`config.mk`:
```
export PLATFORM = sky130hd
export DESIGN_NAME = adc_capture_writer_flat
export DESIGN_NICKNAME = d
export VERILOG_FILES = /design/src/rtl/adc_capture_writer_if.sv /design/src/rtl/adc_capture_writer.sv /design/src/flat_wrapper.sv
export SDC_FILE = /design/constraint.sdc
export NUM_CORES = 1
export LEC_CHECK = 0
export CORE_MARGIN = 8
export CORE_UTILIZATION = 50
export DETAILED_ROUTE_END_ITERATION = 10
export GPL_ROUTABILITY_DRIVEN = 0
export GPL_TIMING_DRIVEN = 1
export PLACE_DENSITY_LB_ADDON = 0.1
export SLEW_MARGIN = 25
export SYNTH_ARGS = -nofsm -noshare
export SYNTH_HDL_FRONTEND = slang
export SYNTH_SLANG_ARGS = --single-unit
```
`constraint.sdc`:
```
create_clock -name clock -period 3.3 [get_ports clock]
set_input_delay 0.825 -clock clock [delete_from_list [all_inputs] [get_ports clock]]
set_output_delay 0.825 -clock clock [all_outputs]
set_load 0.02 [all_outputs]
```
`src/rtl/adc_capture_writer_if.sv`:
```
// Avalon-MM write-only bus between the ADC capture writer and the SRAM arbiter's adc slave port.
interface adc_capture_writer_if #(
    parameter int ADDR_WIDTH = 20,
    parameter int DATA_WIDTH = 16,
    parameter int BE_WIDTH   = DATA_WIDTH / 8
) ();
    logic [ADDR_WIDTH-1:0] address;
    logic [BE_WIDTH-1:0]   byteenable;
    logic                  write;
    logic [DATA_WIDTH-1:0] writedata;
    logic                  waitrequest;

    modport master (
        output address,
        output byteenable,
        output write,
        output writedata,
        input  waitrequest
    );

    modport slave (
        input  address,
        input  byteenable,
        input  write,
        input  writedata,
        output waitrequest
    );
endinterface

```
`src/rtl/adc_capture_writer.sv`:
```
// ADC capture writer: buffers valid-qualified ADC samples in a small FIFO and
// writes them as an Avalon-MM master to consecutive SRAM word addresses.
module adc_capture_writer #(
    parameter int ADDR_WIDTH   = 20,
    parameter int DATA_WIDTH   = 16,
    parameter int BE_WIDTH     = DATA_WIDTH / 8,
    parameter int SAMPLE_WIDTH = 12,
    parameter int FIFO_AW      = 3,
    parameter int CNT_WIDTH    = 20
) (
    input  logic                    clock,
    input  logic                    reset_n,
    input  logic                    start,
    input  logic                    abort,
    input  logic [ADDR_WIDTH-1:0]   base_addr,
    input  logic [CNT_WIDTH-1:0]    num_samples,
    input  logic                    sample_valid,
    input  logic [SAMPLE_WIDTH-1:0] sample_data,
    adc_capture_writer_if.master    adc,
    output logic                    busy,
    output logic                    done,
    output logic                    overflow,
    output logic [CNT_WIDTH-1:0]    words_written
);

    localparam int PTR_W = FIFO_AW + 1;
    localparam int DEPTH = 1 << FIFO_AW;

    typedef enum logic [1:0] {
        IDLE  = 2'd0,
        RUN   = 2'd1,
        FLUSH = 2'd2
    } state_t;

    state_t                  r_state;
    state_t                  w_state_nxt;

    logic [DATA_WIDTH-1:0]   r_mem [DEPTH];
    logic [PTR_W-1:0]        r_wptr;
    logic [PTR_W-1:0]        r_rptr;
    logic [PTR_W-1:0]        w_wptr_nxt;
    logic [PTR_W-1:0]        w_rptr_nxt;
    logic                    w_full;
    logic                    w_empty;
    logic                    w_nonempty_nxt;
    logic [DATA_WIDTH-1:0]   w_push_word;
    logic [DATA_WIDTH-1:0]   w_head_nxt;

    logic                    r_write;
    logic [ADDR_WIDTH-1:0]   r_addr;
    logic [DATA_WIDTH-1:0]   r_wdata;
    logic [CNT_WIDTH-1:0]    r_remaining;
    logic [CNT_WIDTH-1:0]    r_words;
    logic                    r_done;
    logic                    r_overflow;

    logic                    w_push;
    logic                    w_pop;
    logic                    w_clr;
    logic                    w_load;
    logic                    w_done_set;
    logic                    w_ovf_set;

    // Full is decided from the pointers as they stand, before any same-cycle pop.
    assign w_empty = (r_wptr == r_rptr);
    assign w_full  = (r_wptr[FIFO_AW] != r_rptr[FIFO_AW]) &&
                     (r_wptr[FIFO_AW-1:0] == r_rptr[FIFO_AW-1:0]);

    // Zero-extend the incoming sample to the SRAM word width.
    always_comb begin
        w_push_word = '0;
        w_push_word[SAMPLE_WIDTH-1:0] = sample_data;
    end

    // Next-state and per-cycle control; abort from RUN/FLUSH overrides everything else.
    always_comb begin
        w_state_nxt = r_state;
        w_push      = 1'b0;
        w_pop       = 1'b0;
        w_clr       = 1'b0;
        w_load      = 1'b0;
        w_done_set  = 1'b0;
        w_ovf_set   = 1'b0;
        if ((r_state != IDLE) && abort) begin
            w_state_nxt = IDLE;
            w_clr       = 1'b1;
        end else begin
            case (r_state)
                IDLE: begin
                    if (start) begin
                        w_load = 1'b1;
                        w_clr  = 1'b1;
                        if (num_samples == '0) begin
                            w_done_set = 1'b1;
                        end else begin
                            w_state_nxt = RUN;
                        end
                    end
                end
                RUN: begin
                    w_pop = r_write && !adc.waitrequest;
                    if (sample_valid) begin
                        if (w_full) begin
                            w_ovf_set = 1'b1;
                        end else begin
                            w_push = 1'b1;
                            if (r_remaining == CNT_WIDTH'(1)) begin
                                w_state_nxt = FLUSH;
                            end
                        end
                    end
                end
                FLUSH: begin
                    w_pop = r_write && !adc.waitrequest;
                    if (w_empty && !r_write) begin
                        w_state_nxt = IDLE;
                        w_done_set  = 1'b1;
                    end
                end
                default: begin
                    w_state_nxt = IDLE;
                end
            endcase
        end
    end

    // Pointer updates and the word that will sit at the FIFO head after this edge;
    // a word being pushed into an otherwise-empty slot is forwarded directly.
    always_comb begin
        w_wptr_nxt = r_wptr;
        w_rptr_nxt = r_rptr;
        if (w_clr) begin
            w_wptr_nxt = '0;
            w_rptr_nxt = '0;
        end else begin
            if (w_push) w_wptr_nxt = r_wptr + PTR_W'(1);
            if (w_pop)  w_rptr_nxt = r_rptr + PTR_W'(1);
        end
        w_nonempty_nxt = (w_wptr_nxt != w_rptr_nxt);
        if (w_rptr_nxt == r_wptr) begin
            w_head_nxt = w_push_word;
        end else begin
            w_head_nxt = r_mem[w_rptr_nxt[FIFO_AW-1:0]];
        end
    end

    // FSM state register.
    always_ff @(posedge clock or negedge reset_n) begin
        if (!reset_n) begin
            r_state <= IDLE;
        end else begin
            r_state <= w_state_nxt;
        end
    end

    // FIFO storage; contents are only meaningful between the pointers, so no reset.
    always_ff @(posedge clock) begin
        if (w_push) begin
            r_mem[r_wptr[FIFO_AW-1:0]] <= w_push_word;
        end
    end

    // FIFO pointers, registered Avalon outputs, counters and sticky status flags.
    always_ff @(posedge clock or negedge reset_n) begin
        if (!reset_n) begin
            r_wptr      <= '0;
            r_rptr      <= '0;
            r_write     <= 1'b0;
            r_addr      <= '0;
            r_wdata     <= '0;
            r_remaining <= '0;
            r_words     <= '0;
            r_done      <= 1'b0;
            r_overflow  <= 1'b0;
        end else begin
            r_wptr  <= w_wptr_nxt;
            r_rptr  <= w_rptr_nxt;
            r_write <= w_nonempty_nxt;
            if (w_nonempty_nxt) begin
                r_wdata <= w_head_nxt;
            end
            if (w_load) begin
                r_addr <= base_addr;
            end else if (w_pop) begin
                r_addr <= r_addr + ADDR_WIDTH'(1);
            end
            if (w_load) begin
                r_remaining <= num_samples;
            end else if (w_push) begin
                r_remaining <= r_remaining - CNT_WIDTH'(1);
            end
            if (w_load) begin
                r_words <= '0;
            end else if (w_pop) begin
                r_words <= r_words + CNT_WIDTH'(1);
            end
            if (w_done_set) begin
                r_done <= 1'b1;
            end else if (w_load) begin
                r_done <= 1'b0;
            end
            if (w_load) begin
                r_overflow <= 1'b0;
            end else if (w_ovf_set) begin
                r_overflow <= 1'b1;
            end
        end
    end

    assign adc.address    = r_addr;
    assign adc.byteenable = '1;
    assign adc.write      = r_write;
    assign adc.writedata  = r_wdata;
    assign busy           = (r_state != IDLE);
    assign done           = r_done;
    assign overflow       = r_overflow;
    assign words_written  = r_words;

endmodule

```
`src/flat_wrapper.sv`:
```
// flat-port wrapper written by rule: the top's interface ports become plain ports
module adc_capture_writer_flat 
#(
    parameter int ADDR_WIDTH   = 20,
    parameter int DATA_WIDTH   = 16,
    parameter int BE_WIDTH     = DATA_WIDTH / 8,
    parameter int SAMPLE_WIDTH = 12,
    parameter int FIFO_AW      = 3,
    parameter int CNT_WIDTH    = 20
)
  (clock, reset_n, start, abort, base_addr, num_samples, sample_valid, sample_data, busy, done, overflow, words_written, adc_address, adc_byteenable, adc_write, adc_writedata, adc_waitrequest);
  adc_capture_writer_if #(.ADDR_WIDTH(ADDR_WIDTH), .DATA_WIDTH(DATA_WIDTH), .BE_WIDTH(BE_WIDTH)) adc_i ();
  input  logic clock;
  input  logic reset_n;
  input  logic start;
  input  logic abort;
  input  logic [ADDR_WIDTH-1:0] base_addr;
  input  logic [CNT_WIDTH-1:0] num_samples;
  input  logic sample_valid;
  input  logic [SAMPLE_WIDTH-1:0] sample_data;
  output logic busy;
  output logic done;
  output logic overflow;
  output logic [CNT_WIDTH-1:0] words_written;
  output wire logic [$bits(adc_i.address)-1:0] adc_address;
  output wire logic [$bits(adc_i.byteenable)-1:0] adc_byteenable;
  output wire logic [$bits(adc_i.write)-1:0] adc_write;
  output wire logic [$bits(adc_i.writedata)-1:0] adc_writedata;
  input wire logic [$bits(adc_i.waitrequest)-1:0] adc_waitrequest;
  assign adc_address = adc_i.address;
  assign adc_byteenable = adc_i.byteenable;
  assign adc_write = adc_i.write;
  assign adc_writedata = adc_i.writedata;
  assign adc_i.waitrequest = adc_waitrequest;
  adc_capture_writer #(.ADDR_WIDTH(ADDR_WIDTH), .DATA_WIDTH(DATA_WIDTH), .BE_WIDTH(BE_WIDTH), .SAMPLE_WIDTH(SAMPLE_WIDTH), .FIFO_AW(FIFO_AW), .CNT_WIDTH(CNT_WIDTH)) u_core (.clock(clock), .reset_n(reset_n), .start(start), .abort(abort), .base_addr(base_addr), .num_samples(num_samples), .sample_valid(sample_valid), .sample_data(sample_data), .adc(adc_i), .busy(busy), .done(done), .overflow(overflow), .words_written(words_written));
endmodule
```
==> impl_metrics.prom <==
# TYPE chip_impl_metric gauge
chip_impl_info{name="status",value="finished, final reports clean"} 1
chip_impl_metric{name="finalClockSkew",unit="ns"} 0.0115
chip_impl_metric{name="effective_utilization_at_floorplan",unit=""} 0.513
chip_impl_metric{name="coreArea",unit="sq um"} 16600
chip_impl_metric{name="port_buffers",unit=""} 113
chip_impl_metric{name="worst-path-max-fanout",unit=""} 9
chip_impl_metric{name="finish.utilization",unit=""} 0.642
chip_impl_metric{name="post-place-cells",unit=""} 1083
chip_impl_metric{name="synth_simple_gate_area_frac",unit=""} 0.161
chip_impl_metric{name="cts-root-to-sink-buffers",unit=""} 2
chip_impl_metric{name="post_synth_mux_area_share",unit=""} 0.0515
chip_impl_metric{name="placementRows",unit=""} 47
chip_impl_metric{name="crit_required",unit="ns"} 3.62
chip_impl_metric{name="chipWidth",unit="microns"} 147
chip_impl_metric{name="cts-buffers-inserted",unit=""} 17
chip_impl_metric{name="number_of_max_cap_violations",unit=""} 0
chip_impl_metric{name="ioPinCount",unit=""} 120
chip_impl_metric{name="combined_flip_flop_and_latch_cell_area",unit="sq um"} 5010
chip_impl_metric{name="critPathArrivalTime",unit="ns"} 3.19
chip_impl_metric{name="yosys_warnings",unit=""} 0
chip_impl_info{name="timing_worst_setup_path_type",value="primary input to flop"} 1
chip_impl_metric{name="netlist_instances",unit=""} 751
chip_impl_metric{name="power_leakage",unit="uW"} 0.00396
chip_impl_metric{name="postSynthRegisterBits",unit=""} 181
chip_impl_metric{name="grt_max_degree",unit=""} 103
chip_impl_metric{name="fmaxAchievable",unit="MHz"} 348
chip_impl_metric{name="hold_viol_final",unit=""} 0
chip_impl_metric{name="power.density_cell_area",unit="nW/um^2"} 724
chip_impl_metric{name="place_hpwl",unit="mm"} 13.4
chip_impl_metric{name="p_total",unit="uW"} 7730
chip_impl_metric{name="final-max-slew-violation-count",unit=""} 0
chip_impl_metric{name="sequential_area_share_after_synthesis",unit=""} 0.587
chip_impl_metric{name="shortest_period_the_worst_path_allows",unit="ns"} 2.87
chip_impl_metric{name="worstSkewPairLatency",unit="ns"} 0.44
chip_impl_metric{name="vias_per_cell",unit=""} 5.48
chip_impl_info{name="chain_of_cells_forming_the_critical_path",value="clkdlybuf4s50_1, nor2b_1, nor3_4, and2_1, xnor2_4, xnor2_1, a41oi_4, buf_12, mux2_4"} 1
chip_impl_info{name="hold_path_class",value="primary input to asynchronous set/reset pin"} 1
chip_impl_metric{name="routed_wirelength",unit="mm"} 20.0
chip_impl_info{name="clk_root_buf",value="sky130_fd_sc_hd__clkbuf_16"} 1
chip_impl_metric{name="drt_pass1_iterations",unit=""} 4
chip_impl_metric{name="worstMarginPinSlew",unit="ns"} 0.883
chip_impl_metric{name="cts.sinks",unit=""} 181
chip_impl_info{name="postSynth.topFlopCell",value="sky130_fd_sc_hd__edfxtp_1"} 1
chip_impl_info{name="most_frequent_standard_cell_in_the_layout_excluding_fill_and_tap_cells",value="sky130_fd_sc_hd__nand2_1"} 1
chip_impl_metric{name="dr_total_vias",unit=""} 6105
chip_impl_metric{name="floorplan.die_area",unit="sq um"} 21500
chip_impl_metric{name="postCtsSetupBuffers",unit=""} 0
chip_impl_metric{name="post_cts.resized_instances",unit=""} 0
chip_impl_metric{name="worst_ir_drop_on_vdd",unit="V"} 0.000496
chip_impl_metric{name="adder_cell_share_of_the_synthesized_area",unit=""} 0.0132
chip_impl_metric{name="asyncSetResetFlopFracSynth",unit=""} 0.470
chip_impl_metric{name="share_of_cells_above_drive_strength_1",unit=""} 0.118
chip_impl_metric{name="grt_first_pass_wirelength",unit="mm"} 32.4
chip_impl_metric{name="grt_antenna_before_repair",unit=""} 0
chip_impl_info{name="critical-path-slowest-cell",value="sky130_fd_sc_hd__clkdlybuf4s50_1"} 1
chip_impl_info{name="rsz0062_at_grt",value="false"} 1
chip_impl_metric{name="layout_worst_path_cycle_share",unit=""} 0.871
chip_impl_metric{name="post_synth_edffs",unit=""} 96
chip_impl_metric{name="die_height",unit="microns"} 147
chip_impl_metric{name="slew_headroom",unit=""} 0.411
chip_impl_metric{name="dr.first_iter.drc_count",unit=""} 378
chip_impl_metric{name="final_global_route_overflow_total",unit=""} 0
chip_impl_metric{name="cts_hold_repair.buffers",unit=""} 0
chip_impl_metric{name="vias_in_the_first_global_route",unit=""} 6265
chip_impl_metric{name="max_stage_delay",unit="ns"} 0.48
chip_impl_metric{name="antenna_cells",unit=""} 0
chip_impl_metric{name="gr-usage-all-layers",unit=""} 0.189
chip_impl_metric{name="htreeDepth",unit=""} 4
chip_impl_metric{name="report.final.setup_viol",unit=""} 0
chip_impl_metric{name="synth.cell_area",unit="sq um"} 8530
chip_impl_metric{name="finalHoldWorstSlack",unit="ns"} 0.413
chip_impl_metric{name="drc_errors",unit=""} 0
chip_impl_metric{name="multi_input_comb_area",unit="sq um"} 3270
chip_impl_metric{name="avgRoutedWirePerCell",unit="microns"} 18.0
chip_impl_info{name="final_cell_mix",value="sky130_fd_sc_hd__nand2_1 (120), sky130_fd_sc_hd__clkdlybuf4s50_1 (112), sky130_fd_sc_hd__edfxtp_1 (96)"} 1
chip_impl_metric{name="area_growth_syn_to_layout",unit="%"} 25.2
chip_impl_metric{name="synth_area_per_cell",unit="sq um"} 11.4
chip_impl_info{name="critical_path.startpoint_type",value="primary input"} 1
chip_impl_metric{name="r2r_setup_slack",unit="ns"} 0.60
chip_impl_metric{name="ys_types",unit=""} 53
chip_impl_info{name="synth_top_family_by_area",value="simple AND/OR/NAND/NOR gates"} 1
chip_impl_info{name="setup.worst_path.end_class",value="flop"} 1
chip_impl_info{name="tritoncts_clock_tree",value="done"} 1
chip_impl_metric{name="drtAntennaViolNets",unit=""} 0
chip_impl_metric{name="finish.net_count",unit=""} 949
chip_impl_metric{name="synth-xor-area-share",unit=""} 0.0760
chip_impl_metric{name="synth_compound_area_frac",unit=""} 0.0751
chip_impl_metric{name="clkSlewWorstSetupHoldPaths",unit="ns"} 0.08
chip_impl_metric{name="final_cell_count_no_fill",unit=""} 1115
chip_impl_metric{name="nFillCells",unit=""} 1329
[synthesized netlist by cell type, types with 15 or more instances]
| library cell | n | area [sq um] |
|---|---|---|
| sky130_fd_sc_hd__nand2_1 | 120 | 450 |
| sky130_fd_sc_hd__edfxtp_1 | 96 | 2880 |
| sky130_fd_sc_hd__dfrtp_1 | 85 | 2130 |
| sky130_fd_sc_hd__nor2_1 | 46 | 173 |
| sky130_fd_sc_hd__o21ai_0 | 46 | 230 |
| sky130_fd_sc_hd__nand3_1 | 36 | 180 |
| sky130_fd_sc_hd__xor2_1 | 35 | 307 |
| sky130_fd_sc_hd__xnor2_1 | 34 | 298 |
| sky130_fd_sc_hd__mux2i_1 | 27 | 270 |
| sky130_fd_sc_hd__clkbuf_1 | 24 | 90.1 |
| sky130_fd_sc_hd__inv_1 | 23 | 86.3 |
| sky130_fd_sc_hd__nor3_1 | 15 | 75.1 |
[worst max-delay path, delay by kind of cell]
| family | cells | cell delay, ns |
|---|---|---|
| simple gates | 3 | 0.77 |
| buf+inv | 2 | 0.67 |
| xor+xnor | 2 | 0.31 |
| mux | 1 | 0.31 |
| compound gates | 1 | 0.30 |
[metal layers]
layer | vias up | track usage | wire length [microns]
li1 | 2920 | - | -
met1 | 3002 | 0.242 | 9020
met2 | 160 | 0.310 | 9690
met3 | 23 | 0.0445 | 1070
met4 | 0 | 0.0634 | 242
met5 | - | 0 | 0
[registers in the layout, summed over array words and instances, names as in the netlist]
| name | count |
|---|---|
| u_core.done | 1 |
| u_core.adc.address | 20 |
| u_core.overflow | 1 |
| u_core.r_remaining | 20 |
| u_core.words_written | 20 |
| u_core.adc.writedata | 12 |
| u_core.r_wptr | 4 |
| u_core.r_mem | 96 |
| u_core.r_rptr | 4 |
| u_core.adc.write | 1 |
| u_core.r_state | 2 |
[kinds of logic (layout without fill, tap and decap cells)]
group / Yosys count / in the layout
AND/OR/NAND/NOR: 289 / 289
flip-flops: 181 / 181
AO/OA/AOI/OAI: 96 / 96
XOR/XNOR: 71 / 71
buffers and inverters: 64 / 204
multiplexers: 39 / 39
adder cells (fa/ha/maj): 9 / 9
other: 2 / 6
[power by group]
group          total, uW  internal [uW]  switching, uW
sequential          3180           2790            390
clock               1940            999            945
combinational       2610           1270           1340
total               7730           5050           2680
[per-stage QoR]
stage          area, sq um  setup WS, ns  TNS [ns]
5_1_grt              10700         0.305         0
2_1_floorplan         8550        0.0788         0
3_5_place_dp         10100       -0.0136   -0.0317
6_report             10700         0.426         0
4_1_cts              10700         0.439         0
3_3_place_gp         10100       0.00238         0
[final cells by class]
cell class                 count  area share
clock buffer                  17      0.0398
inverter                      23     0.00808
multi-input combinational    510       0.306
sequential                   181       0.469
tap                          220      0.0258
clock inverter                15      0.0128
timing repair buffer         149       0.138
[final timing paths]
kind | startpoint | end | cells past startpoint
worst min-delay path | reset_n | u_core.r_remaining[13]$_DFFE_PN0P_ | 2
worst max register to register | u_core.r_state[0]$_DFFE_PN0P_ | u_core.adc.writedata[9]$_DFFE_PN0P_ | 10
max in group asynchronous | reset_n | u_core.words_written[5]$_DFFE_PN0P_ | 2
worst min register to register | u_core.overflow$_DFFE_PN0P_ | u_core.overflow$_DFFE_PN0P_ | 2
min in group clock | u_core.overflow$_DFFE_PN0P_ | u_core.overflow$_DFFE_PN0P_ | 2
worst max-delay path | abort | u_core.adc.writedata[9]$_DFFE_PN0P_ | 9
Power figures use the tool's default switching activity.
